`src/rtl/regfile_sb.sv`:
```
// rtl/regfile_sb.sv - register file with load-use busy scoreboard (optional bypass: REGFILE_BYPASS_EN)
module regfile_sb #(
    parameter int XLEN         = 32,
    parameter int NUM_REGS     = 32,
    parameter int NUM_RD_PORTS = 2,
    localparam int AW          = $clog2(NUM_REGS)
) (
    input  logic                         clk,
    input  logic                         rst_n,
    input  logic                         ld_regfile,
    input  logic [AW-1:0]                rd,
    input  logic [XLEN-1:0]              reg_in,
    input  logic [NUM_RD_PORTS*AW-1:0]   rs_addr,
    input  logic [NUM_RD_PORTS-1:0]      rs_valid,
    output logic [NUM_RD_PORTS*XLEN-1:0] rs_data,
    input  logic                         sb_set,
    input  logic [AW-1:0]                sb_addr,
    input  logic                         flush,
    output logic [NUM_RD_PORTS-1:0]      rs_busy,
    output logic                         stall
);

    // Register count widened by one bit so the range compare never truncates.
    localparam logic [AW:0] NREGS = (AW+1)'(NUM_REGS);

    logic [XLEN-1:0]     data [NUM_REGS];
    logic [NUM_REGS-1:0] busy;
    logic [NUM_REGS-1:0] busy_next;
    logic                wr_valid;
    logic                set_valid;

    assign wr_valid  = ld_regfile && (rd != '0) && ({1'b0, rd} < NREGS);
    assign set_valid = sb_set && (sb_addr != '0) && ({1'b0, sb_addr} < NREGS);

    // Scoreboard update: flush beats everything, a new load's set beats a writeback clear.
    always_comb begin
        busy_next = busy;
        if (flush) begin
            busy_next = '0;
        end else begin
            if (wr_valid)
                busy_next[rd] = 1'b0;
            if (set_valid)
                busy_next[sb_addr] = 1'b1;
        end
    end

    // Architectural state; x0 is never written so it stays zero from reset.
    always_ff @(posedge clk or negedge rst_n) begin
        if (!rst_n) begin
            for (int r = 0; r < NUM_REGS; r++)
                data[r] <= '0;
            busy <= '0;
        end else begin
            if (wr_valid)
                data[rd] <= reg_in;
            busy <= busy_next;
        end
    end

    // Read ports resolve independently; x0 and out-of-range addresses read as zero and never busy.
    always_comb begin
        logic [AW-1:0] a;
        logic          a_ok;
        rs_data = '0;
        rs_busy = '0;
        for (int i = 0; i < NUM_RD_PORTS; i++) begin
            a    = rs_addr[i*AW +: AW];
            a_ok = (a != '0) && ({1'b0, a} < NREGS);
            if (a_ok) begin
                rs_data[i*XLEN +: XLEN] = data[a];
                rs_busy[i]              = busy[a];
`ifdef REGFILE_BYPASS_EN
                // Same-cycle writeback forwards its data and resolves the pending load.
                if (wr_valid && (rd == a)) begin
                    rs_data[i*XLEN +: XLEN] = reg_in;
                    rs_busy[i]              = 1'b0;
                end
`else
                // No forwarding: decode sees the old value and stalls one extra cycle.
`endif
            end
        end
    end

    assign stall = |(rs_busy & rs_valid);

endmodule
```
`config.mk`:
```
export PLATFORM = sky130hd
export DESIGN_NAME = regfile_sb
export DESIGN_NICKNAME = d
export VERILOG_FILES = /design/src/rtl/regfile_sb.sv
export SDC_FILE = /design/constraint.sdc
export NUM_CORES = 2
export LEC_CHECK = 0
export CORE_AREA = 2 2 429 431
export DETAILED_ROUTE_END_ITERATION = 8
export DIE_AREA = 0 0 431 433
export SLEW_MARGIN = 20
export SYNTH_ARGS = -nofsm -noshare
export SYNTH_HDL_FRONTEND = slang
export SYNTH_SLANG_ARGS = --single-unit
```
`constraint.sdc`:
```
create_clock -name clk -period 2.3 [get_ports clk]
set_input_delay 0.23 -clock clk [delete_from_list [all_inputs] [get_ports clk]]
set_output_delay 0.23 -clock clk [all_outputs]
set_load 0.01 [all_outputs]
```
==> flow_summary.ini <==
[pwr]
power.switching_uw = 15800
internal-power_uw = 42600
clkPwrFrac_pct = 33.4
pwr-share-comb_pct = 25.0
power.share.switching_pct = 27.0
power_leakage_uw = 0.0310
vdd_drop_max_mv = 0.552
power.density_nw_per_um2 = 821
seq_power_share_pct = 41.5

[floorplanning]
initial_core_util_pct = 30.8
die_y_um = 433
num_rows = 157
io_pins = 126
die_w_um = 431
core_um2 = 182000
dieArea_um2 = 187000

[timing]
finalCriticalPeriod_ns = 2.90
min_period_over_period_pct = 126
fmax_mhz = 344
max-slew-margin-rel_pct = 57.9
grt_setup_unrepaired = yes
finalHoldViolCount = 0
slew_viol_final = 0
tightestPinTransition_ns = 0.631
fin_ws_ns = -0.604
setup-violations-final = 67
finalClockSkew_ns = 0

[synth]
ys_types = 41
synth_area_um2 = 56100
ys_seq_area_share_pct = 47.1
yosys_warnings = 0
synth_area_leader_cell = dfrtp_1
ys_top_cells_by_area = dfrtp_1 47%, mux4_2 22%, mux2_2 20%
synth_seq_cells = 1056
syn_inst = 3639
postSynthAreaPerCell_um2 = 15.4
netlist.area_leader.share_pct = 47.1
mappedNetlistNets = 3698

[outcome]
status = complete, but fails checks
violations = setup timing

[place]
hpwl_um = 125000
gp_congestion = 0.871
placed_cell_area_um2 = 66100
pre_cts_ws_ns = -0.951
io_buffers = 125

[drt]
totalWireLength_um = 183000
num_vias = 36400
wire_per_inst_um = 27.5
drtIter0Drc = 2475
drt-pass1-iter-count = 5
drc = 0
avgViaCountPerCell = 5.46
final_antenna_net_count = 0

[finish]
layout-drive-gt1-share_pct = 64.2
layout_commonest_cell = dfrtp_1
layout_common_cells = 1056 x dfrtp_1, 984 x mux2_2, 560 x mux4_2, 560 x buf_4, 169 x buf_12
n_fill_cell = 16600
register_area_um2 = 26400
multi_input_area_um2 = 28600
final_cell_area_um2 = 71200
area_growth_pct = 27.0
fin_nets = 4247

[worst_setup_path]
criticalPathCategory = reg2out
crit_family = multiplexers
crit_chain = buf_6 -> mux4_2 -> mux4_2 -> inv_2 -> o32ai_2 -> buf_6 -> buf_6
required_ns = 2.07
crit_top_cell = buf_6
cp-start-kind = flop
slowest_delay_ns = 0.50
cp-end-kind = output port
regToRegSetupSlack_ns = 1.30
slowest_stage = mux4_2
arrival_ns = 2.67
critPathBufInv = 4
crit_fanout = 2

[grt]
grt_max_degree = 73
grt.overflow.total = 0
grt_first_pass_wirelength_um = 273000
grt_pass1_vias = 39000
grt.total_usage_pct = 19.7
antenna_found_initial = 6

[cts]
clockBufferDepth = 3
cts_max_level = 3
cts_sinks = 1056
cts_tree = yes
clockRootBuffer = clkbuf_16
insertion_delay_ns = 0.71
clk_pin_slew_ns = 0.06
cts_made_buffers = 110

[min_path]
hold_path.class = in2async

[run]
maxCapViolCount = 0
==> cell families after synthesis <==
| family | synth area share [%] |
|---|---|
| multiplexers | 44.8 |
| flip-flops | 47.1 |
| buffers and inverters | 3.79 |
| AO/OA/AOI/OAI | 2.85 |
| AND/OR/NAND/NOR | 1.39 |
==> flip-flops by register name, indices dropped and copies added (netlist names) <==
register and count:
busy 32, data 1024
==> worst register-to-register path, cell delays in order, from the launching register on <==
cell	delay, ns
dfrtp_1	0.40
buf_6	0.12
buf_4	0.12
mux2_2	0.25
==> final cells by class <==
cell class	count	share of cell area [%]
Inverter	68	0.376
Sequential cell	1056	37.1
Clock buffer	164	4.66
Antenna cell	5	0.0176
Multi-Input combinational cell	2084	40.2
Clock inverter	40	0.915
Tap cell	2385	4.19
Timing Repair Buffer	868	12.6
==> final timing paths <==
kind / from / endpoint / cells after the start
worst min-delay path: rst_n / data[542] / 2
min in group clk: flush / busy[21] / 3
worst max register to register: data[522] / data[522] / 3
max in group asynchronous: rst_n / data[312] / 3
worst max-delay path: data[517] / rs_data[5] / 7
worst min register to register: data[1011] / data[1011] / 0
==> synth_stat cells <==
cell type	count
a211oi_1	30
a2111oi_0	1
nand3_1	3
buf_6	3
buf_1	65
and2_1	8
and3_1	6
nor3b_1	3
or3_1	1
mux2_1	9
nor3_1	7
a211o_1	2
o21ai_1	30
mux4_2	560
nor2_1	38
and2_0	1
buf_2	109
dfrtp_1	1056
nand2_1	66
a32o_1	1
o21ai_0	7
or2_2	2
nand4_1	1
o32ai_1	31
and3b_1	3
a32oi_1	2
o22a_1	1
a21oi_1	42
a22oi_1	19
nor3b_2	3
nand3b_1	2
inv_1	68
mux2_2	986
o221ai_1	32
buf_4	25
mux2i_1	133
o22ai_1	34
nor2b_1	8
nand2b_1	11
clkbuf_1	229
o2bb2ai_1	1
==> through the flow <==
step | power (uW) | std cells | TNS [ns] | hold slack (ns) | utilization [%]
after floorplan | 32300 | 3639 | 0 | -0.0656 | -
after global placement | 38100 | 6437 | -42.58 | 0.275 | 36.3
after detailed placement | 38500 | 6437 | -43.65 | 0.274 | 36.3
after CTS | 58700 | 6643 | -30.71 | 0.116 | 38.9
after global routing | 60900 | 6669 | -30.34 | 0.181 | 39.1
final | 58500 | 6670 | -26.73 | 0.147 | 39.1
==> routing by layer <==
layer  GRT usage [%]  routed length, um  vias up
li1                -                  -    15200
met1            24.5              72800    19900
met2            34.3              94100      956
met3            2.64               8470      324
met4            8.44               8130        2
met5               0                  7        -
==> power by group through the flow <==
stage | Combinational (uW) | Sequential [uW] | Clock, uW
2_1_floorplan | 8430 | 23900 | 0
3_3_place_gp | 13700 | 24300 | 0
3_5_place_dp | 13900 | 24600 | 0
4_1_cts | 14600 | 24200 | 19900
5_1_grt | 15500 | 24700 | 20700
6_report | 14600 | 24300 | 19600
==> repair_timing <==
item / in CTS / in global routing
pin swaps: 20 / 17
hold buffers: 1 / 0
endpoints found under the hold margin: 313 / 0
endpoints found under the setup margin: 67 / 67
resized for setup: 521 / 34
buffers inserted: 31 / 22
(Power assumes the default switching activity.)
